[src/rtl/div_pkg.sv]
// Shared definitions for the fixed-point handshake divider.
//   div_state_e : controller states (IDLE, CALC, FIX, DONE)
//   div_iter    : number of restoring steps for a WIDTH/FBITS format
//   div_cnt_w   : width of the step counter
//   abs_mag     : magnitude of a sign-extended operand
package div_pkg;

  typedef enum logic [1:0] {
    IDLE,
    CALC,
    FIX,
    DONE
  } div_state_e;

  // Widest operand abs_mag can handle; callers extend into this width.
  localparam int unsigned DIV_MAXW = 64;

  function automatic int unsigned div_iter(input int unsigned width,
                                           input int unsigned fbits);
    return width + fbits;
  endfunction

  function automatic int unsigned div_cnt_w(input int unsigned width,
                                            input int unsigned fbits);
    return $clog2(width + fbits + 1);
  endfunction

  // Value must already be sign-extended to DIV_MAXW when signed_mode is set,
  // so the most negative WIDTH-bit input yields 2^(WIDTH-1) in its low bits.
  function automatic logic [DIV_MAXW-1:0] abs_mag(input logic [DIV_MAXW-1:0] value,
                                                  input logic                signed_mode);
    if (signed_mode && value[DIV_MAXW-1]) begin
      return -value;
    end
    return value;
  endfunction

endpackage

[src/rtl/div_fp_hs_step.sv]
// One combinational restoring-division step.
//   acc      : partial remainder (WIDTH+1 bits)
//   q        : dividend bits still to be consumed (MSB first), with quotient
//              bits accumulating at the LSB end
//   y        : divisor magnitude
//   acc_next : partial remainder after this step
//   q_next   : q shifted left by one with the new quotient bit at bit 0
module div_step_u #(
  parameter int unsigned WIDTH = 16,
  parameter int unsigned ITER  = 16
) (
  input  logic [WIDTH:0]   acc,
  input  logic [ITER-1:0]  q,
  input  logic [WIDTH-1:0] y,
  output logic [WIDTH:0]   acc_next,
  output logic [ITER-1:0]  q_next
);

  logic [WIDTH:0] trial;
  logic           fits;

  always_comb begin
    trial = {acc[WIDTH-1:0], q[ITER-1]};
    // acc stays below y between steps, so its top bit is normally clear;
    // if it were ever set the shifted value would certainly exceed y.
    fits     = acc[WIDTH] || (trial >= {1'b0, y});
    acc_next = fits ? (trial - {1'b0, y}) : trial;
    q_next   = {q[ITER-2:0], fits};
  end

endmodule

[src/rtl/div_fp_hs.sv]
// Multi-cycle fixed-point restoring divider with ready/valid handshakes.
// Fixed latency of WIDTH+FBITS+2 cycles for a non-zero divisor, one cycle for
// a zero divisor; the result is held until the consumer takes it.
//   i_clk, i_rst      : clock, asynchronous active-high reset
//   i_valid, o_ready  : operand handshake (o_ready combinational from i_ready)
//   i_x, i_y          : dividend, divisor (WIDTH bits)
//   o_valid, i_ready  : result handshake
//   o_q, o_r          : quotient, remainder (remainder takes dividend sign)
//   o_dbz, o_ovf      : divide-by-zero / overflow flags, qualified by o_valid
module div_fp_hs
  import div_pkg::*;
#(
  parameter int unsigned WIDTH  = 16,
  parameter int unsigned FBITS  = 0,
  parameter int unsigned SIGNED = 0
) (
  input  logic             i_clk,
  input  logic             i_rst,
  input  logic             i_valid,
  output logic             o_ready,
  input  logic [WIDTH-1:0] i_x,
  input  logic [WIDTH-1:0] i_y,
  output logic             o_valid,
  input  logic             i_ready,
  output logic [WIDTH-1:0] o_q,
  output logic [WIDTH-1:0] o_r,
  output logic             o_dbz,
  output logic             o_ovf
);

  localparam int unsigned ITER  = div_iter(WIDTH, FBITS);
  localparam int unsigned CNT_W = div_cnt_w(WIDTH, FBITS);
  localparam logic [CNT_W-1:0] LAST_STEP = CNT_W'(ITER - 1);

  // Overflow limits on the zero-extended ITER-bit magnitude quotient.
  localparam logic [ITER:0] ONE_X = (ITER + 1)'(1);
  localparam logic [ITER:0] LIM_U = (ONE_X << WIDTH) - ONE_X;
  localparam logic [ITER:0] LIM_N = ONE_X << (WIDTH - 1);
  localparam logic [ITER:0] LIM_P = LIM_N - ONE_X;

  localparam logic SMODE = (SIGNED != 0);

  div_state_e       state_q, state_d;
  logic [CNT_W-1:0] cnt_q;
  logic [WIDTH:0]   acc_q;
  logic [ITER-1:0]  qr_q;
  logic [WIDTH-1:0] ym_q;
  logic             sx_q, sy_q;

  logic             accept, step_en, fix_en;
  logic             y_zero;
  logic [DIV_MAXW-1:0] x_ext, y_ext;
  logic [WIDTH-1:0] x_mag, y_mag;
  logic             x_neg, y_neg;

  logic [WIDTH:0]   acc_nx;
  logic [ITER-1:0]  qr_nx;

  logic [ITER:0]    qm_ext;
  logic             res_neg;
  logic             fix_ovf;
  logic [WIDTH-1:0] fix_q, fix_r, rm;

  // Operand conditioning at accept time.
  always_comb begin
    y_zero = (i_y == '0);
    x_neg  = SMODE && i_x[WIDTH-1];
    y_neg  = SMODE && i_y[WIDTH-1];
    if (SMODE) begin
      x_ext = DIV_MAXW'($signed(i_x));
      y_ext = DIV_MAXW'($signed(i_y));
    end else begin
      x_ext = DIV_MAXW'(i_x);
      y_ext = DIV_MAXW'(i_y);
    end
    x_mag = WIDTH'(abs_mag(x_ext, SMODE));
    y_mag = WIDTH'(abs_mag(y_ext, SMODE));
  end

  div_step_u #(
    .WIDTH(WIDTH),
    .ITER (ITER)
  ) u_step (
    .acc     (acc_q),
    .q       (qr_q),
    .y       (ym_q),
    .acc_next(acc_nx),
    .q_next  (qr_nx)
  );

  // Sign/overflow fix-up of the magnitude result.
  always_comb begin
    qm_ext  = {1'b0, qr_q};
    res_neg = sx_q ^ sy_q;
    rm      = acc_q[WIDTH-1:0];
    if (!SMODE) begin
      fix_ovf = (qm_ext > LIM_U);
    end else if (res_neg) begin
      fix_ovf = (qm_ext > LIM_N);
    end else begin
      fix_ovf = (qm_ext > LIM_P);
    end
    fix_q = res_neg ? -qr_q[WIDTH-1:0] : qr_q[WIDTH-1:0];
    fix_r = sx_q ? -rm : rm;
  end

  always_ff @(posedge i_clk or posedge i_rst) begin
    if (i_rst) begin
      state_q <= IDLE;
    end else begin
      state_q <= state_d;
    end
  end

  always_comb begin
    state_d = state_q;
    step_en = 1'b0;
    fix_en  = 1'b0;
    o_ready = (state_q == IDLE) || ((state_q == DONE) && i_ready);
    o_valid = (state_q == DONE);
    accept  = i_valid && o_ready;
    case (state_q)
      IDLE: begin
        if (accept) state_d = y_zero ? DONE : CALC;
      end
      CALC: begin
        step_en = 1'b1;
        if (cnt_q == LAST_STEP) state_d = FIX;
      end
      FIX: begin
        fix_en  = 1'b1;
        state_d = DONE;
      end
      DONE: begin
        if (accept) begin
          state_d = y_zero ? DONE : CALC;
        end else if (i_ready) begin
          state_d = IDLE;
        end
      end
      default: state_d = IDLE;
    endcase
  end

  always_ff @(posedge i_clk or posedge i_rst) begin
    if (i_rst) begin
      cnt_q <= '0;
      acc_q <= '0;
      qr_q  <= '0;
      ym_q  <= '0;
      sx_q  <= 1'b0;
      sy_q  <= 1'b0;
      o_q   <= '0;
      o_r   <= '0;
      o_dbz <= 1'b0;
      o_ovf <= 1'b0;
    end else if (accept) begin
      cnt_q <= '0;
      acc_q <= '0;
      o_q   <= '0;
      o_r   <= '0;
      o_ovf <= 1'b0;
      o_dbz <= y_zero;
      if (y_zero) begin
        qr_q <= '0;
        ym_q <= '0;
        sx_q <= 1'b0;
        sy_q <= 1'b0;
      end else begin
        // The dividend shifts out of the top of qr_q while quotient bits
        // fill in from the bottom, so one register serves both roles.
        qr_q <= ITER'(x_mag) << FBITS;
        ym_q <= y_mag;
        sx_q <= x_neg;
        sy_q <= y_neg;
      end
    end else if (step_en) begin
      acc_q <= acc_nx;
      qr_q  <= qr_nx;
      cnt_q <= cnt_q + CNT_W'(1);
    end else if (fix_en) begin
      o_ovf <= fix_ovf;
      o_q   <= fix_ovf ? '0 : fix_q;
      o_r   <= fix_ovf ? '0 : fix_r;
    end
  end

endmodule

[config.mk]
export PLATFORM = sky130hd
export DESIGN_NAME = div_fp_hs
export DESIGN_NICKNAME = d
export VERILOG_FILES = /design/src/rtl/div_pkg.sv /design/src/rtl/div_fp_hs_step.sv /design/src/rtl/div_fp_hs.sv
export SDC_FILE = /design/constraint.sdc
export NUM_CORES = 1
export LEC_CHECK = 0
export ABC_CLOCK_PERIOD_IN_PS = 3700
export CAP_MARGIN = 20
export CORE_MARGIN = 2
export CORE_UTILIZATION = 55
export CTS_BUF_LIST = sky130_fd_sc_hd__clkbuf_8
export DETAILED_ROUTE_END_ITERATION = 12
export DONT_BUFFER_PORTS = 1
export GPL_TIMING_DRIVEN = 0
export PLACE_DENSITY = 0.7
export SYNTH_ARGS = -nofsm -noshare
export SYNTH_HDL_FRONTEND = slang
export SYNTH_SLANG_ARGS = --single-unit
[constraint.sdc]
create_clock -name i_clk -period 3.7 [get_ports i_clk]
set_clock_uncertainty 0.2 [all_clocks]
set_input_delay 0.37 -clock i_clk [delete_from_list [all_inputs] [get_ports i_clk]]
set_output_delay 0.37 -clock i_clk [all_outputs]
set_load 0.005 [all_outputs]
==> results of run 1 <==
## metrics by stage
stage,setup TNS (ns),std cells,hold WS [ns]
CTS,0,620,0.117
finish,0,620,0.134
floorplan,0,465,0.250
global placement,-0.345,570,0.284
detailed placement,0,571,0.0515
global route,0,620,0.135
## worst max path at each step
| stage | startpoint | end | depth (start not counted) |
|---|---|---|---|
| final | acc_q[13] | acc_q[6] | 8 |
| after global routing | acc_q[13] | acc_q[2] | 8 |
| after CTS | acc_q[13] | acc_q[6] | 8 |
| after detailed placement | acc_q[13] | acc_q[6] | 8 |
| after global placement | i_rst | ym_q[15] | 1 |
| after floorplan | i_rst | acc_q[0] | 1 |
## worst min-delay path, cell delays in order
cell     delay [ns]
nand2_1        0.06
o22ai_1        0.13
a21oi_1        0.08
## state kept, by name, summed over array words and instances, names as in the netlist
register  count
o_dbz         1
state_q       2
acc_q        17
o_r          16
ym_q         16
o_q          16
cnt_q         5
qr_q         16
## power groups by stage
stage	sequential (mW)	combinational [mW]	clock (mW)
4_1_cts	1.77	2.90	0.671
3_5_place_dp	1.79	2.85	0
3_3_place_gp	1.77	2.74	0
6_report	1.77	2.92	0.663
5_1_grt	1.83	3.28	0.719
2_1_floorplan	1.66	2.28	0
## logic make-up (layout without fill, tap and decap cells)
logic type / after synthesis / after routing / share of synthesized area, %
other: 1 / 1 / 0.0822
and+or+nand+nor: 132 / 132 / 13.9
DFF: 89 / 89 / 48.8
muxes: 24 / 24 / 5.30
adders and majority gates: 19 / 19 / 5.38
AOI/OAI and AO/OA: 132 / 132 / 18.9
buffers and inverters: 54 / 104 / 4.91
xor gates and xnor gates: 14 / 14 / 2.69
## final cells by class
type,instances,area (um^2),share of cell area [%]
Clock inverter,6,67.6,1.29
Tap cell,105,131,2.50
Inverter,24,92.6,1.76
Clock buffer,9,124,2.36
Sequential cell,89,2230,42.4
Timing Repair Buffer,35,368,7.00
Buffer,30,134,2.55
Multi-Input combinational cell,322,2110,40.1
## cell usage in the layout (no fill, tap or decap), types with 4 or more instances in the layout
master,n
o21ai_0,53
a21oi_1,20
o211ai_1,5
and2_1,4
dfrtp_1,89
nor4_1,4
dlygate4sd3_1,34
clkbuf_8,9
ha_1,18
nor2b_1,4
inv_1,23
nand3_1,29
nor3_1,5
xor2_1,7
xnor2_1,7
a31oi_1,5
clkbuf_1,21
nand2_1,51
a22o_1,33
mux2i_1,23
nor2_1,15
nand2b_1,5
## layer usage
metal	track usage (%)	vias to the layer above	wire, um
met5	0	-	0
met1	36.6	1776	5210
met4	4.83	0	86
met3	6.40	8	593
met2	37.8	118	4920
li1	-	1748	-
==> key figures, run 1 <==
Outcome
  • Outcome: completed

Clocking
  • Clock Sinks: 89
  • H-Tree Depth: 3
  • Clk slew on worst S/H paths: 0.09 ns
  • Clock Tree Root: clkbuf_8
  • Hold Buf Count CTS: 34
  • Total setup buffers inserted after CTS: 0
  • Clock latency on the worst-skew pair: ~0.36 ns
  • CTS tree: built
  • Post-cts sizing count: 0
  • Cts bufs inserted: 9
  • Clock buffer depth: 2

STA
  • Post-route setup slack: 0.637 ns
  • Fmax: ~0.33 GHz
  • Min cycle time layout: 3.06 ns
  • RSZ-0062 raised after global routing: false
  • Slew margin rel.: 49.8%
  • Fin crit share: 82.8%
  • Slew Viols, Final: 0
  • Final setup violation count: 0
  • Worst Tran Pin Value: 0.734 ns
  • Final Hold Viols: 0

Placement
  • Pre-CTS setup slack: 0.703 ns
  • GP Congestion: around 0.84
  • Cell Area, Placed: 4720 um^2
  • PortBufs: 0
  • Post-DP HPWL: between 7 and 8 mm

Worst setup path
  • CP Buf/Inv Count: 1
  • R2R Setup Slk: 0.64 ns
  • Worst EP arrival: 3.08 ns
  • Critical Path Start Type: flop
  • R2r endpoint: acc_q[6]
  • Worst Setup End Kind: flop
  • FF-to-FF path depth: 8
  • Top delay family on crit path: compound AO/OA/AOI/OAI gates
  • Critical path class: flop to flop
  • Worst-path fanout max: 10
  • CP max stage cell: a2111oi_0
  • Worst path max stage delay: 0.69 ns
  • Worst EP required: 3.72 ns
  • Worst r2r src: acc_q[13]
  • Crit-path cells: ha_1 > a21o_1 > a2111oi_0 > o41ai_2 > a21oi_2 > buf_6 > mux2i_1 > o21ai_0

Power and ir drop
  • Proportion of power drawn by combinational gates: 54.5%
  • Psw: 2.40 mW
  • Pwr Total: 5.35 mW
  • Leak: 2.39 nW
  • Internal power: approximately 2.9 mW
  • Peak supply drop: slightly below 0.4 mV
  • Clock share of power: 12.4%
  • Switching share of total power: 44.9%
  • Power per cell area: 1020 nW/um^2
  • Share of power burned in registers: 33.1%

Synthesis
  • Mapped Cells: 465
  • Dominant cells by area after synthesis: dfrtp_1, a22o_1, o21ai_0
  • Syn Area/Cell: roughly 9.8 um^2
  • Dominant synthesized flop cell: dfrtp_1
  • Synth Net Count: between 500 and 600
  • Post-synth top area share: 48.8%
  • Async S/R FF share, synth: 100%
  • Top cells by count, synth: dfrtp_1, o21ai_0, nand2_1
  • Yosys reg bits: 89
  • Most numerous cell in the Yosys netlist: dfrtp_1
  • Register area share after synthesis: 48.8%
  • Yosys top cell by area: dfrtp_1
  • Yosys cell types: 50
  • Number of synthesis warnings: 0
  • Synthesized area: 4560 um^2
  • EDFF count, synth: 0

Route
  • Wire per inst: 17.4 um
  • Final ANT Viol Nets: 0
  • TritonRoute pass-1 iters: 5
  • Via count: 3650
  • Iter 0 DRT Violations: 166
  • Routed Wire Length: around 11 mm
  • DRC Markers: 0
  • Vias per cell: around 5.9

Floorplanning
  • Die Wd: 95.1 um
  • Die area: 9030 um^2
  • Initial core utilization: 56.1%
  • Die Y-Extent: 95.1 um
  • Core Region: around 8100 um^2
  • IO Pins: 72
  • Cell Rows: 33

Cells and area
  • Util after Layout: between 60% and 70%
  • Nets: 566
  • # fillers: 680
  • Post-route cell area: 5250 um^2
  • Synthesis-to-finish area growth: 15.2%
  • ANT cells: 0
  • Share of layout cells above drive strength 1: 5.63%

GRT
  • Vias in the first global route: 3451
  • First-pass GRT wire length: 17.3 mm
  • Overflow after GRT: 0
  • Initial antenna violation count: 0
  • Gr usage total: 24.9%
  • Pin count of the biggest net entering global routing: 63

Hold path
  • Hold Path Sink: state_q[1]
  • Hold depth: 3
  • Worst min-delay path class: primary input to flop
  • Hold Path Origin: i_ready

Flow run
  • Number of max-cap violations: 0
Power figures use the tool's default switching activity.
==> run 2: changes to the inputs <==
--- a/config.mk
+++ b/config.mk
@@ -5,7 +5,8 @@
 export SDC_FILE = /design/constraint.sdc
 export NUM_CORES = 1
 export LEC_CHECK = 0
-export ABC_CLOCK_PERIOD_IN_PS = 3700
+export ABC_AREA = 1
+export ABC_CLOCK_PERIOD_IN_PS = 2850
 export CAP_MARGIN = 20
 export CORE_MARGIN = 2
 export CORE_UTILIZATION = 55
==> constraint.sdc (replaced) <==
create_clock -name i_clk -period 2.85 [get_ports i_clk]
set_clock_uncertainty 0.2 [all_clocks]
set_input_delay 0.285 -clock i_clk [delete_from_list [all_inputs] [get_ports i_clk]]
set_output_delay 0.285 -clock i_clk [all_outputs]
set_load 0.005 [all_outputs]
==> key figures, run 2 <==
Synthesis
  • Syn Area/Cell: approximately 7.6 um^2
  • Yosys top cell by area: dfrtp_1
  • Mapped Cells: 678
  • Yosys reg bits: 89
  • Dominant cells by area after synthesis: dfrtp_1, nand2_1, inv_1
  • Synth Net Count: 733
  • Most numerous cell in the Yosys netlist: nand2_1
  • Register area share after synthesis: 43.4%
  • Top cells by count, synth: nand2_1, inv_1, dfrtp_1
  • Post-synth top area share: 43.4%
  • Synthesized area: a little over 5000 um^2
  • EDFF count, synth: 0
  • Dominant synthesized flop cell: dfrtp_1
  • Number of synthesis warnings: 0
  • Yosys cell types: 41
  • Async S/R FF share, synth: 100%

GRT
  • Initial antenna violation count: 0
  • First-pass GRT wire length: 20.8 mm
  • Pin count of the biggest net entering global routing: 69
  • Vias in the first global route: ~4400
  • Overflow after GRT: 0
  • Gr usage total: 26.1%

Power and ir drop
  • Pwr Total: 8.32 mW
  • Peak supply drop: 0.630 mV
  • Psw: 4.17 mW
  • Proportion of power drawn by combinational gates: 61.4%
  • Clock share of power: 10.9%
  • Switching share of total power: 50.2%
  • Share of power burned in registers: 27.7%
  • Leak: 3.07 nW
  • Power per cell area: ~1400 nW/um^2
  • Internal power: 4.14 mW

Route
  • Iter 0 DRT Violations: 221
  • Via count: 4422
  • Routed Wire Length: 12.4 mm
  • Vias per cell: 5.26
  • TritonRoute pass-1 iters: 4
  • DRC Markers: 0
  • Wire per inst: ~15 um
  • Final ANT Viol Nets: 0

Floorplanning
  • Die area: between 10000 and 15000 um^2
  • Initial core utilization: 56.1%
  • Cell Rows: 35
  • Die Y-Extent: 101 um
  • IO Pins: 72
  • Core Region: 9150 um^2
  • Die Wd: 101 um

Cells and area
  • Nets: 780
  • Commonest cells after routing, fill and taps aside: nand2_1, inv_1, dfrtp_1
  • Post-route cell area: 5860 um^2
  • Synthesis-to-finish area growth: 14.0%
  • # fillers: 787
  • Top reg by flops: acc_q
  • Share of layout cells above drive strength 1: around 12%
  • Finished Layout Cells: 841
  • Max reg flops: 17
  • Most common cell after layout, fill and taps aside: nand2_1
  • ANT cells: 0

STA
  • Min cycle time layout: 2.27 ns
  • Worst Tran Pin Value: 0.509 ns
  • Fmax: around 0.44 GHz
  • Final Hold Viols: 0
  • Slew Viols, Final: 0
  • Final setup violation count: 0
  • Slew margin rel.: 66.1%
  • RSZ-0062 raised after global routing: false
  • Final TNS setup: 0 ns
  • Fin crit share: 79.7%

Clocking
  • Cts bufs inserted: 9
  • CTS tree: built
  • H-Tree Depth: 3
  • Clock Sinks: 89
  • Clk slew on worst S/H paths: around 0.090 ns
  • Clock Tree Root: clkbuf_8
  • Clock buffer depth: 2
  • Total setup buffers inserted after CTS: 0
  • Clock latency on the worst-skew pair: between 0.3 and 0.4 ns

Worst setup path
  • Worst Setup End Kind: flop
  • Worst-path fanout max: 10
  • Critical path class: flop to flop
  • Worst setup path end: state_q[1]
  • Critical path origin: state_q[1]
  • Critical Path Start Type: flop
  • Worst EP arrival: 2.32 ns
  • Worst EP required: slightly below 3 ns
  • Worst r2r src: state_q[1]
  • R2R Setup Slk: 0.58 ns
  • FF-to-FF path depth: 10
  • R2r endpoint: state_q[1]

Placement
  • GP Congestion: 0.901
  • Cell Area, Placed: 5310 um^2
  • Cells after DPL: 790
  • Post-DP HPWL: 9.40 mm
  • PortBufs: 0

Outcome
  • Outcome: completed

Hold path
  • Worst min-delay path class: primary input to flop

Flow run
  • Number of max-cap violations: 0
## run 2: through the flow
stage	worst slack [ns]	util (%)	hold WS [ns]
3_3_place_gp	-0.794	57.6	0.235
4_1_cts	0.573	64.0	0.0396
3_5_place_dp	0.604	58.0	-0.0704
2_1_floorplan	0.0581	-	0.231
6_report	0.578	64.0	0.0536
5_1_grt	0.409	64.0	0.0469
## run 2: routing by layer
metal / track usage [%] / part of all wire (%) / wire length [um]
met1: 35.9 / 47 / 5800
met2: 41.4 / 46 / 5730
met3: 5.96 / 5.7 / 707
met4: 7.59 / 1.1 / 138
met5: 0 / 0 / 0
## run 2: power groups by stage
stage               registers (mW)  logic, mW  clock network, mW
floorplan                     2.18       4.05                  0
global placement              2.31       4.88                  0
detailed placement            2.33       5.02                  0
CTS                           2.30       5.09              0.914
global route                  2.37       5.84              0.964
finish                        2.31       5.11              0.903
## run 2: timing repair
action,in CTS,in global routing
hold buffers,35,0
endpoints found under the hold margin,122,0
resized for setup,0,0
## run 2: worst min-delay path by stage
stage	depth (start not counted)	to	startpoint
CTS	3	cnt_q[3]	i_valid
global placement	2	qr_q[6]	i_x[6]
floorplan	2	qr_q[10]	i_x[10]
detailed placement	1	o_q[10]	i_rst
global route	3	cnt_q[3]	i_valid
finish	3	cnt_q[3]	i_valid
## run 2: cell type report
class                      instances  area [um^2]  share of cell area (%)
timing repair buffer              36          378                    6.45
inverter                         109          412                    7.03
tap                              111          139                    2.37
sequential                        89         2230                    38.0
clock inverter                     7         76.3                    1.30
multi-input combinational        457         2360                    40.2
buffer                            23          145                    2.48
clock buffer                       9          124                    2.11
## run 2: critical path, cell delays in order, from the launching register on
cell	delay, ns
dfrtp_1	0.40
nand2_1	0.11
inv_2	0.06
nand2_1	0.07
nand2_2	0.07
nand2_2	0.12
buf_2	0.28
o21ai_0	0.14
o2111ai_1	0.09
nand2_1	0.06
dlygate4sd3_1	0.55
## run 2: cells by family after synthesis
| kind of cell | after synthesis | synth area share [%] |
|---|---|---|
| fa+ha+maj | 19 | 4.77 |
| compound gates | 85 | 9.23 |
| xor+xnor | 8 | 1.36 |
| flops | 89 | 43.4 |
| buf+inv | 132 | 10.8 |
| simple gates | 344 | 30.4 |
| other cells | 1 | 0.0730 |
==> run 3: changes to the inputs <==
--- a/config.mk
+++ b/config.mk
@@ -5,8 +5,8 @@
 export SDC_FILE = /design/constraint.sdc
 export NUM_CORES = 1
 export LEC_CHECK = 0
-export ABC_AREA = 1
-export ABC_CLOCK_PERIOD_IN_PS = 2850
+export ABC_AREA = 0
+export ABC_CLOCK_PERIOD_IN_PS = 2200
 export CAP_MARGIN = 20
 export CORE_MARGIN = 2
 export CORE_UTILIZATION = 55
==> constraint.sdc (replaced) <==
create_clock -name i_clk -period 2.2 [get_ports i_clk]
set_clock_uncertainty 0.2 [all_clocks]
set_input_delay 0.22 -clock i_clk [delete_from_list [all_inputs] [get_ports i_clk]]
set_output_delay 0.22 -clock i_clk [all_outputs]
set_load 0.005 [all_outputs]
==> key figures, run 3 (synthesized netlist as in run 1, its figures left out) <==
Placement
  • Cell Area, Placed: 4910 um^2
  • GP Congestion: 0.857
  • Pre-CTS setup slack: -0.399 ns
  • Cells after DPL: 572
  • PortBufs: 0
  • Post-DP HPWL: approximately 8.2 mm

Cells and area
  • Commonest cells after routing, fill and taps aside: dfrtp_1, nand2_1, o21ai_0
  • Synthesis-to-finish area growth: 30.5%
  • ANT cells: 0
  • Max reg flops: 17
  • Post-route cell area: 5950 um^2
  • Top reg by flops: acc_q
  • Finished Layout Cells: between 600 and 700
  • Share of layout cells above drive strength 1: 24.0%
  • Most common cell after layout, fill and taps aside: dfrtp_1
  • Nets: around 600
  • Register area: between 2000 and 2500 um^2
  • Area of the multi-input gates: between 2000 and 2500 um^2
  • # fillers: 560

Worst setup path
  • Worst r2r src: qr_q[15]
  • Worst Setup End Kind: flop
  • Worst EP required: 2.30 ns
  • Crit path depth: 10
  • CP max stage cell: or4b_4
  • CP Buf/Inv Count: 1
  • Worst-path fanout max: 3
  • Worst setup path end: acc_q[12]
  • Worst EP arrival: approximately 2.7 ns
  • Critical path class: flop to flop
  • Critical path origin: qr_q[15]
  • FF-to-FF path depth: 10
  • Crit-path cells: inv_2 > ha_4 > fa_2 > nand2b_4 > a21oi_4 > o211ai_1 > a21oi_1 > nor3_1 > or4b_4 > nand3_2
  • Worst path max stage delay: a little over 0.5 ns
  • Critical Path Start Type: flop
  • Top delay family on crit path: simple AND/OR/NAND/NOR gates
  • R2R Setup Slk: -0.41 ns
  • R2r endpoint: acc_q[12]

Route
  • Routed Wire Length: 12.5 mm
  • DRC Markers: 0
  • TritonRoute pass-1 iters: 4
  • Via count: around 3800
  • Wire per inst: 19.2 um
  • Vias per cell: 5.90
  • Final ANT Viol Nets: 0
  • Iter 0 DRT Violations: 311

Clocking
  • Clock latency on the worst-skew pair: 0.36 ns
  • Clock Tree Root: clkbuf_8
  • CTS tree: built
  • Clock Sinks: between 80 and 90
  • H-Tree Depth: 3
  • Clk slew on worst S/H paths: 0.10 ns
  • Cts bufs inserted: 9
  • Clock buffer depth: 2

STA
  • Fin crit share: 119%
  • Slew Viols, Final: 0
  • Final setup violation count: 18
  • Hold_ws: 0.0361 ns
  • Fmax: 0.383 GHz
  • RSZ-0062 raised after global routing: true
  • Worst Tran Pin Value: 0.585 ns
  • Slew margin rel.: 61.0%
  • Min cycle time layout: 2.61 ns
  • Final Hold Viols: 0
  • Post-route setup slack: -0.414 ns

Floorplanning
  • IO Pins: 72
  • Core Region: 8130 um^2
  • Cell Rows: 33
  • Initial core utilization: 56.1%
  • Die Y-Extent: roughly 95 um
  • Die area: 9030 um^2
  • Die Wd: 95.1 um

Power and ir drop
  • Leak: ~2.6 nW
  • Power per cell area: 1880 nW/um^2
  • Pwr Total: 11.2 mW
  • Peak supply drop: 0.850 mV

GRT
  • First-pass GRT wire length: between 15 and 20 mm
  • Vias in the first global route: 3732
  • GRT met1 Usage: 40.4%
  • Overflow after GRT: 0
  • Met3 GRT Util: 4.66%
  • Initial antenna violation count: 0
  • Gr usage total: 28.0%
  • Met2 Use GR: 43.7%
  • Pin count of the biggest net entering global routing: 35
  • GR peak layer: met2

Hold path
  • Worst min-delay path class: primary input to flop

Outcome
  • Outcome: finished, violations left
  • Failing checks: negative setup slack

Flow run
  • Number of max-cap violations: 0
run 3: final cells by class:
cell class | instances | share of cell area [%]
multi-input combinational | 322 | 41.4
sequential | 89 | 37.7
timing repair buffer | 70 | 10.8
buffer | 26 | 2.29
tap | 105 | 2.21
clock buffer | 9 | 2.08
clock inverter | 6 | 1.93
inverter | 24 | 1.58
run 3: repair_timing:
item | CTS | global route
pin swaps | 15 | 19
endpoints found under the hold margin | 89 | 0
gates cloned | 1 | 0
hold buffers | 36 | 0
endpoints found under the setup margin | 54 | 76
resized for setup | 37 | 26
buffers inserted | 12 | 20
run 3: worst min path at each step:
stage,cells past startpoint,slack (ns),endpoint,start
detailed placement,1,-0.04,o_r[13],i_rst
floorplan,2,0.13,ym_q[0],i_y[0]
finish,2,0.04,acc_q[0],i_valid
global route,2,0.05,acc_q[0],i_valid
CTS,4,0.06,qr_q[15],i_valid
global placement,2,0.14,ym_q[0],i_y[0]
run 3: routing by layer:
metal,share of wire (%),wire length (um),up-vias
li1,-,-,1809
met3,5.7,711,13
met2,47,5860,117
met5,0,0,-
met4,0.99,123,0
met1,46,5780,1904
run 3: stage by stage:
step | TNS [ns] | utilization [%]
6_report | -5.67 | 73.2
3_3_place_gp | -15.98 | 59.9
4_1_cts | -5.53 | 70.2
5_1_grt | -7.16 | 73.2
3_5_place_dp | -16.63 | 60.4
2_1_floorplan | -0.944 | -
run 3: power by group:
| part | leakage [nW] | internal, mW | switching (mW) |
|---|---|---|---|
| sequential | 1.13 | 2.40 | 0.677 |
| clock | 0.116 | 0.755 | 0.619 |
| combinational | 1.38 | 3.19 | 3.52 |
| total | 2.62 | 6.34 | 4.82 |
